## src/rtl/qsys_pwm_pkg.sv

```systemverilog
// Shared constants for the Qsys PWM device: register offsets, bit indices, datapath width.
package qsys_pwm_pkg;
  localparam int PWM_W = 16;

  localparam logic [2:0] REG_CTRL     = 3'd0;
  localparam logic [2:0] REG_PRESCALE = 3'd1;
  localparam logic [2:0] REG_PERIOD   = 3'd2;
  localparam logic [2:0] REG_DUTY     = 3'd3;
  localparam logic [2:0] REG_COUNT    = 3'd4;
  localparam logic [2:0] REG_STATUS   = 3'd5;

  localparam int CTRL_EN     = 0;
  localparam int CTRL_POL    = 1;
  localparam int STATUS_WRAP = 0;

  // Byte-lane merge of a write into an existing register value.
  function automatic logic [PWM_W-1:0] lane_merge(input logic [PWM_W-1:0] old_v,
                                                  input logic [PWM_W-1:0] new_v,
                                                  input logic [1:0]       be);
    logic [PWM_W-1:0] m;
    m = {{8{be[1]}}, {8{be[0]}}};
    return (old_v & ~m) | (new_v & m);
  endfunction
endpackage

```

## src/rtl/qsys_pwm_core.sv

```systemverilog
// PWM engine: prescaler, period counter, shadow/active period and duty, registered outputs.
module qsys_pwm_core
  import qsys_pwm_pkg::*;
#(
  parameter logic [PWM_W-1:0] RESET_PERIOD = 16'hFFFF
) (
  input  logic             gclk,
  input  logic             grst,
  input  logic             en,
  input  logic             pol,
  input  logic [PWM_W-1:0] prescale,
  input  logic [PWM_W-1:0] period_sh,
  input  logic [PWM_W-1:0] duty_sh,
  output logic [PWM_W-1:0] count,
  output logic             wrap_evt,
  output logic             pwm_out,
  output logic             pwm_wrap
);
  logic [PWM_W-1:0] presc, period_act, duty_act;
  logic             tick;

  // >= keeps the prescaler from running the full 16-bit range if PRESCALE shrinks mid-count
  assign tick     = en & (presc >= prescale);
  assign wrap_evt = tick & (count == period_act);

  always_ff @(posedge gclk or posedge grst) begin
    if (grst) begin
      presc      <= '0;
      count      <= '0;
      period_act <= RESET_PERIOD;
      duty_act   <= '0;
      pwm_out    <= 1'b0;
      pwm_wrap   <= 1'b0;
    end else begin
      if (!en) begin
        presc      <= '0;
        count      <= '0;
        pwm_wrap   <= 1'b0;
        period_act <= period_sh;
        duty_act   <= duty_sh;
      end else begin
        pwm_wrap <= wrap_evt;
        presc    <= tick ? '0 : presc + 1'b1;
        if (wrap_evt) begin
          count      <= '0;
          period_act <= period_sh;
          duty_act   <= duty_sh;
        end else if (tick) begin
          count <= count + 1'b1;
        end
      end
      pwm_out <= en ? ((count < duty_act) ^ pol) : pol;
    end
  end
endmodule

```

## src/rtl/qsys_pwm_device.sv

```systemverilog
// Register-mapped 16-bit PWM on the Qsys device-side bus; zero-wait writes, one-wait-state reads.
module qsys_pwm_device
  import qsys_pwm_pkg::*;
#(
  parameter int               address_size = 5,
  parameter logic [PWM_W-1:0] RESET_PERIOD = 16'hFFFF
) (
  input  logic                  csi_MCLK_clk,
  input  logic                  rsi_MRST_reset,
  input  logic [address_size:0] device_address,
  input  logic [PWM_W-1:0]      device_writedata,
  input  logic [1:0]            device_byteenable,
  input  logic                  device_write,
  input  logic                  device_read,
  output logic [PWM_W-1:0]      device_readdata,
  output logic                  device_waitrequest,
  output logic                  pwm_out,
  output logic                  pwm_wrap
);
  logic [1:0]       ctrl;
  logic [PWM_W-1:0] prescale, period_sh, duty_sh, count, rd_mux;
  logic             wrap_sts, wrap_evt, rd_phase, in_map, wr_en, rd_start;
  logic [2:0]       reg_sel;

  assign in_map   = ~|device_address[address_size:3];
  assign reg_sel  = device_address[2:0];
  assign wr_en    = device_write & in_map;
  assign rd_start = device_read & ~rd_phase;
  // Reset gating drops the stall at once even while a read is still asserted
  assign device_waitrequest = rd_start & ~rsi_MRST_reset;

  always_ff @(posedge csi_MCLK_clk or posedge rsi_MRST_reset) begin
    if (rsi_MRST_reset) begin
      ctrl      <= '0;
      prescale  <= '0;
      period_sh <= RESET_PERIOD;
      duty_sh   <= '0;
      wrap_sts  <= 1'b0;
    end else begin
      if (wr_en) begin
        case (reg_sel)
          REG_CTRL:     if (device_byteenable[0]) ctrl <= device_writedata[1:0];
          REG_PRESCALE: prescale  <= lane_merge(prescale, device_writedata, device_byteenable);
          REG_PERIOD:   period_sh <= lane_merge(period_sh, device_writedata, device_byteenable);
          REG_DUTY:     duty_sh   <= lane_merge(duty_sh, device_writedata, device_byteenable);
          default: ;
        endcase
      end
      // A wrap in the same cycle as a clear keeps the flag set
      if (wrap_evt)
        wrap_sts <= 1'b1;
      else if (wr_en && reg_sel == REG_STATUS && device_byteenable[0] &&
               device_writedata[STATUS_WRAP])
        wrap_sts <= 1'b0;
    end
  end

  always_comb begin
    rd_mux = '0;
    if (in_map) begin
      case (reg_sel)
        REG_CTRL:     rd_mux = {{(PWM_W-2){1'b0}}, ctrl};
        REG_PRESCALE: rd_mux = prescale;
        REG_PERIOD:   rd_mux = period_sh;
        REG_DUTY:     rd_mux = duty_sh;
        REG_COUNT:    rd_mux = count;
        REG_STATUS:   rd_mux = {{(PWM_W-1){1'b0}}, wrap_sts};
        default:      rd_mux = '0;
      endcase
    end
  end

  always_ff @(posedge csi_MCLK_clk or posedge rsi_MRST_reset) begin
    if (rsi_MRST_reset) begin
      rd_phase        <= 1'b0;
      device_readdata <= '0;
    end else begin
      rd_phase <= rd_start;
      if (rd_start) device_readdata <= rd_mux;
    end
  end

  qsys_pwm_core #(.RESET_PERIOD(RESET_PERIOD)) u_core (
    .gclk      (csi_MCLK_clk),
    .grst      (rsi_MRST_reset),
    .en        (ctrl[CTRL_EN]),
    .pol       (ctrl[CTRL_POL]),
    .prescale  (prescale),
    .period_sh (period_sh),
    .duty_sh   (duty_sh),
    .count     (count),
    .wrap_evt  (wrap_evt),
    .pwm_out   (pwm_out),
    .pwm_wrap  (pwm_wrap)
  );
endmodule

```

## config.mk

```make
export PLATFORM = sky130hd
export DESIGN_NAME = qsys_pwm_device
export DESIGN_NICKNAME = d
export VERILOG_FILES = /design/src/rtl/qsys_pwm_pkg.sv /design/src/rtl/qsys_pwm_core.sv /design/src/rtl/qsys_pwm_device.sv
export SDC_FILE = /design/constraint.sdc
export NUM_CORES = 1
export LEC_CHECK = 0
export ABC_AREA = 1
export CAP_MARGIN = 10
export CORE_ASPECT_RATIO = 0.75
export CORE_MARGIN = 2
export CORE_UTILIZATION = 50
export DETAILED_ROUTE_END_ITERATION = 8
export GPL_TIMING_DRIVEN = 0
export PLACE_DENSITY = 0.77
export REMOVE_ABC_BUFFERS = 1
export SLEW_MARGIN = 40
export SYNTH_ARGS = -nofsm -noshare
export SYNTH_HDL_FRONTEND = slang
export SYNTH_SLANG_ARGS = --single-unit
export TNS_END_PERCENT = 20
```

## constraint.sdc

```tcl
create_clock -name csi_MCLK_clk -period 4.6 [get_ports csi_MCLK_clk]
set_input_delay 0.46 -clock csi_MCLK_clk [delete_from_list [all_inputs] [get_ports csi_MCLK_clk]]
set_output_delay 0.46 -clock csi_MCLK_clk [all_outputs]
set_load 0.02 [all_outputs]
```

==> impl_metrics.py, run 1 <==
metrics = {
    "outcome": {
        "status": "completed",
    },
    "clocking": {
        "cts.clk_slew.worst_paths_ns": 0.06,
        "htreeDepth": 4,
        "cts_buffers": 17,
        "cts_tree": "yes",
        "worstSkewPairLatency_ns": 0.43,
        "cts_resized": 0,
        "clock-sinks": 134,
        "cts_hold_repair.buffers": 0,
        "clock_path_buffers": 2,
        "post_cts_buffers": 0,
        "cts_root_buf": "clkbuf_16",
    },
    "yosys": {
        "synth_area_um2": 7410,
        "ys_types": 40,
        "synthXorXnorAreaFrac": 0.0307,
        "yosys.area.top_type_share": 0.344,
        "synth_fa_ha_area_frac": 0.0557,
        "synth_top_family_by_area": "simple AND/OR/NAND/NOR gates",
        "yosys-mux-area-fraction": 0.00760,
        "ys.flop_type": "dfrtp_1",
        "synth-edff-count": 0,
        "synthTopCellsByCount": "nand2_1 (287), inv_1 (124), dfrtp_1 (102)",
        "avgSynthCellArea_um2": 7.71,
        "synthTopCellsByArea": "dfrtp_1 (34%), nand2_1 (15%), dfstp_2 (11%)",
        "synth_compound_area_frac": 0.0856,
        "synth_most_common_cell": "nand2_1",
        "synthSimpleGateAreaFrac": 0.273,
        "synth_top_cell_by_area": "dfrtp_1",
        "ys_ff_latch": 134,
        "async_flop_share": 1.00,
        "yosysSeqAreaShare": 0.458,
        "yosys_warnings": 0,
        "synth_cells": 961,
    },
    "cells_and_area": {
        "stdcell_count": 1208,
        "final_nets": 1056,
        "drive_gt1_frac": 0.0863,
        "n_fill_cell": 1337,
        "antenna_cells": 0,
        "area_growth_pct": 15.5,
    },
    "pwr": {
        "switching_power_uw": 1050,
        "power.internal_uw": 2310,
        "swShare": 0.312,
        "ir_worst_vdd_mv": 0.274,
        "power_density_nw_per_um2": 392,
        "p_seq_frac": 0.439,
        "p_leak_uw": 0.00426,
        "power.total_uw": 3360,
        "power_frac_clock": 0.379,
        "comb_power_share": 0.182,
    },
    "min_path": {
        "hold_class": "reg -> reg",
    },
    "sta": {
        "setup_tns_ns": 0,
        "hold_viol_final": 0,
        "finalMaxSlewViolations": 0,
        "clock-skew-final_ns": 0.0167,
        "maxSlewHeadroom": 0.441,
        "rsz0062_at_grt": "false",
        "fin_crit_ns": 2.98,
        "fmax_mhz": 335,
        "setup_viol": 0,
        "min_period_over_period": 0.648,
        "tightest_slew_ns": 0.836,
        "setup_slack_ns": 1.62,
    },
    "worst_setup_path": {
        "startpoint_type": "input pin",
        "r2r_slack_ns": 1.62,
        "rr_startpoint": "u_core.presc[3]",
        "path_max_fanout": 18,
        "endpoint": "device_waitrequest",
        "endpoint_kind": "output port",
        "crit_path_start": "device_read",
        "crit_arrival_ns": 2.52,
        "ff2ff_path_depth": 13,
        "r2r-end": "u_core.duty_act[9]",
        "crit_required_ns": 4.14,
        "critPathKind": "in -> out",
    },
    "placement": {
        "globalplace.congestion": 0.932,
        "dp.cells": 1176,
        "dp_hpwl_um": 13100,
        "place.port_buffers": 46,
        "pre_cts_ws_ns": 1.43,
    },
    "drt": {
        "antenna_left": 0,
        "vias": 6400,
        "routed_wl_um": 18500,
        "drt_pass1_iterations": 6,
        "vias_per_cell": 5.30,
        "drtIter0Drc": 629,
        "wl_per_cell_um": 15.3,
        "drc": 0,
    },
    "global_routing": {
        "overflow": 0,
        "grt_usage": 0.247,
        "antenna_found_initial": 0,
        "grt_max_degree": 81,
        "grt_pass1_wl_um": 30200,
        "grt_pass1_vias": 5913,
    },
    "floorplanning": {
        "num_rows": 38,
        "start_util": 0.513,
        "chipWidth_um": 145,
        "ios": 47,
        "die_area_um2": 15800,
        "die_y_um": 109,
        "core_um2": 14500,
    },
    "flow_run": {
        "cap_violations": 0,
    },
}
-- power groups by stage --
| stage | combinational [µW] | clock (µW) | sequential (µW) |
|---|---|---|---|
| 5_1_grt | 703 | 1330 | 1490 |
| 4_1_cts | 610 | 1290 | 1470 |
| 3_3_place_gp | 583 | 0 | 1490 |
| 6_report | 611 | 1270 | 1480 |
| 3_5_place_dp | 604 | 0 | 1490 |
| 2_1_floorplan | 436 | 0 | 1460 |
-- per-layer routing --
metal,up-vias,GRT usage,share of wire
li1,3152,-,-
met1,2981,0.383,0.50
met2,243,0.353,0.41
met3,24,0.0518,0.073
met4,0,0.0617,0.014
met5,-,0,0
-- worst min path at each step --
stage,slack (ns),to,cells after the start,startpoint
CTS,0.42,rd_phase,1,rd_phase
finish,0.41,rd_phase,1,rd_phase
floorplan,0.39,rd_phase,1,rd_phase
global route,0.44,rd_phase,1,rd_phase
detailed placement,0.41,rd_phase,1,rd_phase
global placement,0.40,rd_phase,1,rd_phase
-- cells by family after synthesis --
logic type | Yosys count
muxes | 5
and+or+nand+nor | 486
buffers and inverters | 163
adders and majority gates | 33
DFF | 134
xor gates and xnor gates | 26
AOI/OAI and AO/OA | 114
-- per-stage QoR --
stage,util,instance area [µm²],hold WS [ns]
finish,0.593,8560,0.414
floorplan,-,7230,0.391
CTS,0.592,8560,0.418
detailed placement,0.554,8010,0.410
global placement,0.550,7950,0.403
global route,0.593,8560,0.443
-- cell usage in the layout, fill, tap and decap left out, types with 3 or more instances in the layout --
cell type,netlist,layout
ha_1,33,33
clkinv_4,0,3
nor4_1,4,4
inv_2,5,5
nand4_1,32,32
nand2_1,287,286
nand3_1,58,58
nor2_1,91,89
xor2_1,20,20
xnor2_1,6,6
o22ai_1,10,10
a21oi_1,15,15
clkbuf_16,0,17
nor3_1,6,6
clkdlybuf4s50_1,0,46
dfstp_2,32,32
mux2_2,5,5
inv_1,124,123
dfrtp_1,102,101
o21ai_0,70,69
nor2_2,2,3
clkinvlp_4,0,3
nand2_2,2,3
inv_6,0,3
a211oi_1,10,10
-- final cells by class --
class / count / area [µm²] / share of cell area
clock buffer: 20 / 457 / 0.0533
sequential: 134 / 3400 / 0.397
multi-input combinational: 664 / 3370 / 0.393
clock inverter: 12 / 96.3 / 0.0112
inverter: 130 / 495 / 0.0579
timing repair buffer: 48 / 499 / 0.0583
tap: 200 / 250 / 0.0292
-- critical path, cell delays in order --
cell and delay, ns:
clkdlybuf4s50_1 0.45, inv_1 0.03, nor2_1 0.12, clkinv_1 0.56, nor2_1 0.25, clkdlybuf4s50_1 0.63
Power figures use the tool's default switching activity.
==> inputs of run 2 (changes only) <==
--- a/config.mk
+++ b/config.mk
@@ -12,7 +12,7 @@
 export CORE_UTILIZATION = 50
 export DETAILED_ROUTE_END_ITERATION = 8
 export GPL_TIMING_DRIVEN = 0
-export PLACE_DENSITY = 0.77
+export PLACE_DENSITY = 0.8
 export REMOVE_ABC_BUFFERS = 1
 export SLEW_MARGIN = 40
 export SYNTH_ARGS = -nofsm -noshare
==> constraint.sdc (replaced) <==
create_clock -name csi_MCLK_clk -period 2.6 [get_ports csi_MCLK_clk]
set_input_delay 0.26 -clock csi_MCLK_clk [delete_from_list [all_inputs] [get_ports csi_MCLK_clk]]
set_output_delay 0.26 -clock csi_MCLK_clk [all_outputs]
set_load 0.02 [all_outputs]
==> impl_metrics.py, run 2 (same netlist as run 1, synthesis figures left out) <==
metrics = {
    "global_routing": {
        "grt_pass1_vias": 6125,
        "grt_usage": 0.253,
        "overflow": 0,
        "grt_pass1_wl_um": 30800,
        "grt_max_degree": 69,
        "antenna_found_initial": 0,
    },
    "sta": {
        "setup_tns_ns": 0,
        "min_period_over_period": 0.934,
        "tightest_slew_ns": 0.833,
        "maxSlewHeadroom": 0.443,
        "setup_viol": 0,
        "finalMaxSlewViolations": 0,
        "fmax_mhz": 412,
        "fin_crit_ns": 2.43,
        "fin_hold_ws_ns": 0.302,
        "hold_viol_final": 0,
        "clock-skew-final_ns": 0.0117,
    },
    "clocking": {
        "cts_root_buf": "clkbuf_16",
        "cts_buffers": 17,
        "post_cts_buffers": 0,
        "cts.clk_slew.worst_paths_ns": 0.06,
        "clock-sinks": 134,
        "cts_tree": "yes",
        "clock_path_buffers": 2,
        "htreeDepth": 4,
        "worstSkewPairLatency_ns": 0.42,
    },
    "worst_setup_path": {
        "critPathSlowestCell": "nor2_4",
        "crit_arrival_ns": 2.78,
        "cpPeakStageDelay_ns": 0.40,
        "startpoint_type": "flip-flop",
        "crit_required_ns": 2.95,
        "endpoint_kind": "flip-flop",
        "crit_chain": "inv_1, ha_1, a21oi_1, o21ai_0, nor2_1, nand2_4, nor2_4, inv_1, nor2_1",
        "cpLargestDelayFamily": "simple AND/OR/NAND/NOR gates",
        "critPathKind": "reg -> reg",
        "crit_buf_inv": 2,
        "path_max_fanout": 21,
    },
    "flow_run": {
        "cap_violations": 0,
    },
    "placement": {
        "place.port_buffers": 46,
        "dp.cells": 1176,
        "dpl_cell_area_um2": 8010,
        "dp_hpwl_um": 13200,
        "globalplace.congestion": 0.933,
    },
    "cells_and_area": {
        "fin_area_um2": 8680,
        "stdcell_count": 1209,
        "final_cell_mix": "nand2_1 (286), inv_1 (123), dfrtp_1 (101)",
        "drive_gt1_frac": 0.0892,
        "area_growth_pct": 17.1,
        "regArea_um2": 3400,
        "final_nets": 1057,
        "n_fill_cell": 1249,
        "antenna_cells": 0,
        "final_common_cell": "nand2_1",
        "multi_input_comb_area_um2": 3400,
    },
    "pwr": {
        "power_frac_clock": 0.408,
        "p_seq_frac": 0.417,
        "comb_power_share": 0.175,
        "power.internal_uw": 4450,
        "p_leak_uw": 0.00431,
        "power.total_uw": 6260,
        "ir_worst_vdd_mv": 0.477,
        "switching_power_uw": 1810,
        "power_density_nw_per_um2": 721,
        "swShare": 0.289,
    },
    "floorplanning": {
        "ios": 47,
        "die_y_um": 109,
        "start_util": 0.513,
        "core_um2": 14500,
        "chipWidth_um": 145,
        "die_area_um2": 15800,
        "num_rows": 38,
    },
    "drt": {
        "vias": 6491,
        "drtIter0Drc": 638,
        "drc": 0,
        "wl_per_cell_um": 15.5,
        "antenna_left": 0,
        "drt_pass1_iterations": 6,
        "routed_wl_um": 18700,
        "vias_per_cell": 5.37,
    },
    "outcome": {
        "status": "completed",
    },
    "min_path": {
        "hold_class": "in -> async",
    },
}
==> run 2: cell types whose count changed in the layout (fill, tap and decap cells not counted), sizes merged <==
cell	delta
bufinv	+3
clkinvlp	-1
inv	-3
clkbuf	+2
nor2	+1
clkinv	-1
==> run 2: through the flow <==
step / util / worst slack, ns
finish: 0.601 / 0.172
global route: 0.601 / -0.00602
CTS: 0.600 / 0.0369
detailed placement: 0.554 / -0.593
global placement: 0.550 / -3.13
floorplan: - / -1.19
==> run 2: routing by layer <==
layer  up-vias  share of wire  track usage
met2       225           0.44        0.380
met5         -              0            0
li1       3149              -            -
met3        20          0.077       0.0627
met1      3097           0.47        0.371
met4         0          0.011       0.0603
==> run 2: final timing paths <==
check | from | endpoint | slack [ns] | cells past startpoint
worst max-delay path | flip-flop | u_core.presc[13] | 0.17 | 9
worst min-delay path | rsi_MRST_reset | async pin | 0.30 | 2
worst max register to register | flip-flop | u_core.presc[13] | 0.17 | 9
worst min register to register | rd_phase | rd_phase | 0.43 | 1
max in group asynchronous | rsi_MRST_reset | u_core.period_act[2] | 1.56 | 3
min in group csi_MCLK_clk | device_read | rd_phase | 0.37 | 3
==> run 2: final cells by class <==
cell class / count / share of cell area
timing repair buffer: 48 / 0.0575
tap: 200 / 0.0288
sequential: 134 / 0.391
inverter: 130 / 0.0572
multi-input combinational: 665 / 0.392
clock inverter: 10 / 0.0163
clock buffer: 22 / 0.0569
==> run 2: what timing repair did <==
item / 4_1_cts / 5_1_grt
hold buffers: 0 / 0
resized for setup: 4 / 2
setup endpoints to repair: 64 / 53
pin swaps: 1 / 1
cloned: 1 / 0
hold endpoints to repair: 0 / 0
==> run 2: power groups by stage <==
stage | logic [µW] | clock network [µW] | registers, µW
6_report | 1100 | 2550 | 2610
5_1_grt | 1260 | 2670 | 2640
4_1_cts | 1090 | 2570 | 2600
3_5_place_dp | 1060 | 0 | 2630
3_3_place_gp | 1030 | 0 | 2620
2_1_floorplan | 772 | 0 | 2580
==> inputs of run 3 (changes only) <==
--- a/config.mk
+++ b/config.mk
@@ -5,10 +5,8 @@
 export SDC_FILE = /design/constraint.sdc
 export NUM_CORES = 1
 export LEC_CHECK = 0
-export ABC_AREA = 1
 export CAP_MARGIN = 10
 export CORE_ASPECT_RATIO = 0.75
-export CORE_MARGIN = 2
 export CORE_UTILIZATION = 50
 export DETAILED_ROUTE_END_ITERATION = 8
 export GPL_TIMING_DRIVEN = 0
==> impl_metrics.py, run 3 <==
metrics = {
    "drt": {
        "wl_per_cell_um": 22.3,
        "vias": 5430,
        "routed_wl_um": 19600,
        "met2WireLength_um": 9360,
        "drc": 0,
        "routed.top_layer": "met4",
        "vias_per_cell": 6.19,
        "wl_met1_um": 8090,
        "drt_pass1_iterations": 6,
        "drtIter0Drc": 523,
        "antenna_left": 0,
        "wl_met3_um": 1440,
    },
    "floorplanning": {
        "die_y_um": 104,
        "chipWidth_um": 138,
        "core_um2": 13200,
        "die_area_um2": 14300,
        "start_util": 0.522,
        "ios": 47,
        "num_rows": 36,
    },
    "placement": {
        "globalplace.congestion": 0.871,
        "dpl_cell_area_um2": 7510,
        "dp_hpwl_um": 11500,
        "place.port_buffers": 46,
    },
    "pwr": {
        "p_leak_uw": 0.00397,
        "ir_worst_vdd_mv": 0.508,
        "power_density_nw_per_um2": 657,
    },
    "worst_setup_path": {
        "crit_required_ns": 2.91,
        "crit_arrival_ns": 3.27,
        "cpPeakStageDelay_ns": 0.50,
        "r2r_slack_ns": -0.36,
        "path_max_fanout": 6,
        "crit_buf_inv": 3,
        "crit_chain": "inv_2, ha_4, nand4_1, or4_4, o32a_4, a211oi_4, nand2b_4, buf_12, clkbuf_16, mux2_4",
        "cpLargestDelayFamily": "simple AND/OR/NAND/NOR gates",
        "startpoint_type": "flip-flop",
        "ff2ff_path_depth": 10,
        "r2r-end": "u_core.duty_act[9]",
        "endpoint_kind": "flip-flop",
        "critPathSlowestCell": "or4_4",
        "critPathKind": "reg -> reg",
    },
    "sta": {
        "clock-skew-final_ns": 0.0128,
        "setup_slack_ns": -0.365,
        "tightest_slew_ns": 0.828,
        "fin_crit_ns": 2.96,
        "rsz0062_at_grt": "true",
        "fmax_mhz": 337,
        "min_period_over_period": 1.14,
        "setup_viol": 47,
        "maxSlewHeadroom": 0.448,
        "fin_hold_ws_ns": 0.231,
        "hold_viol_final": 0,
        "finalMaxSlewViolations": 0,
    },
    "global_routing": {
        "grt_pass1_vias": 5356,
        "grt_pass1_wl_um": 28900,
        "antenna_found_initial": 0,
        "grt_usage": 0.274,
        "overflow": 0,
        "grt_max_degree": 52,
    },
    "min_path": {
        "hold_class": "in -> async",
    },
    "yosys": {
        "synth_cells": 626,
        "synth_area_um2": 6920,
        "avgSynthCellArea_um2": 11.1,
        "ys.flop_type": "dfrtp_1",
        "synth_top_cell_by_area": "dfrtp_1",
        "async_flop_share": 1.00,
        "yosys.area.top_type_share": 0.369,
        "yosysSeqAreaShare": 0.490,
        "ys_ff_latch": 134,
        "synth_most_common_cell": "dfrtp_1",
        "synthTopCellsByArea": "dfrtp_1 (37%), dfstp_2 (12%), mux2_2 (12%)",
        "synth-edff-count": 0,
        "yosys_warnings": 0,
        "ys_types": 50,
        "synthTopCellsByCount": "dfrtp_1 (102), mux2_2 (73), nand2_1 (46)",
    },
    "cells_and_area": {
        "antenna_cells": 0,
        "final_common_cell": "dfrtp_1",
        "final_nets": 754,
        "final_cell_mix": "dfrtp_1 (100), mux2_2 (57), nand2_1 (46)",
        "n_fill_cell": 895,
        "area_growth_pct": 27.1,
        "fin_util": 0.664,
        "regArea_um2": 3400,
        "multi_input_comb_area_um2": 3500,
        "drive_gt1_frac": 0.309,
        "fin_area_um2": 8790,
    },
    "outcome": {
        "violations": "negative setup slack",
        "status": "finished, violations left",
    },
    "clocking": {
        "cts_tree": "yes",
        "cts_hold_repair.buffers": 0,
        "worstSkewPairLatency_ns": 0.43,
        "clock_path_buffers": 2,
        "clock-sinks": 134,
        "cts.clk_slew.worst_paths_ns": 0.06,
        "cts_root_buf": "clkbuf_16",
        "htreeDepth": 4,
        "cts_buffers": 17,
    },
    "flow_run": {
        "cap_violations": 0,
    },
}
[run 3: how the worst max path moves through the flow]
stage	startpoint	endpoint	slack [ns]	cells after the start
finish	flip-flop	u_core.duty_act[9]	-0.36	10
global route	flip-flop	u_core.duty_act[9]	-0.39	10
CTS	u_core.presc[11]	u_core.duty_act[12]	-0.35	9
detailed placement	flip-flop	u_core.duty_act[9]	-0.82	9
global placement	rsi_MRST_reset	u_core.presc[13]	-2.86	2
floorplan	rsi_MRST_reset	async pin	-1.19	1
[run 3: layer usage]
metal,up-vias,GRT usage
met5,-,0
met4,0,0.0924
met3,65,0.0712
met2,306,0.426
met1,2714,0.370
li1,2345,-
[run 3: power breakdown]
part / leakage, µW / internal (µW) / switching [µW] / total [µW]
logic: 0.00194 / 408 / 429 / 837
clock network: 0.000304 / 1680 / 906 / 2590
registers: 0.00173 / 2250 / 108 / 2360
[run 3: timing repair]
item / in CTS / in global routing
gates resized for setup: 32 / 28
pin swaps: 9 / 8
gates cloned: 2 / 4
buffers inserted: 20 / 6
endpoints found under the setup margin: 64 / 63
[run 3: final cells by class]
| cell class | instances | area share |
|---|---|---|
| well taps | 171 | 0.0243 |
| flip-flops and latches | 134 | 0.386 |
| repair buffers | 81 | 0.102 |
| clock buffers | 24 | 0.0548 |
| inverters | 38 | 0.0171 |
| multi-input cells | 421 | 0.399 |
| clock inverters | 8 | 0.0167 |
[run 3: kinds of logic after synthesis]
family / after synthesis / synth area share
flops: 134 / 0.490
compound gates: 108 / 0.105
mux: 90 / 0.146
xor+xnor: 41 / 0.0519
fa+ha+maj: 33 / 0.0597
simple gates: 149 / 0.104
buf+inv: 71 / 0.0434
[run 3: per-stage QoR]
step	TNS [ns]	power (µW)	worst slack (ns)	instances
after global routing	-14.81	5950	-0.390	877
final	-13.36	5780	-0.365	877
after CTS	-12.46	5670	-0.350	867
after detailed placement	-40.83	2970	-0.821	813
after global placement	-460.48	2920	-2.86	810
after floorplan	-175.16	2720	-1.19	593
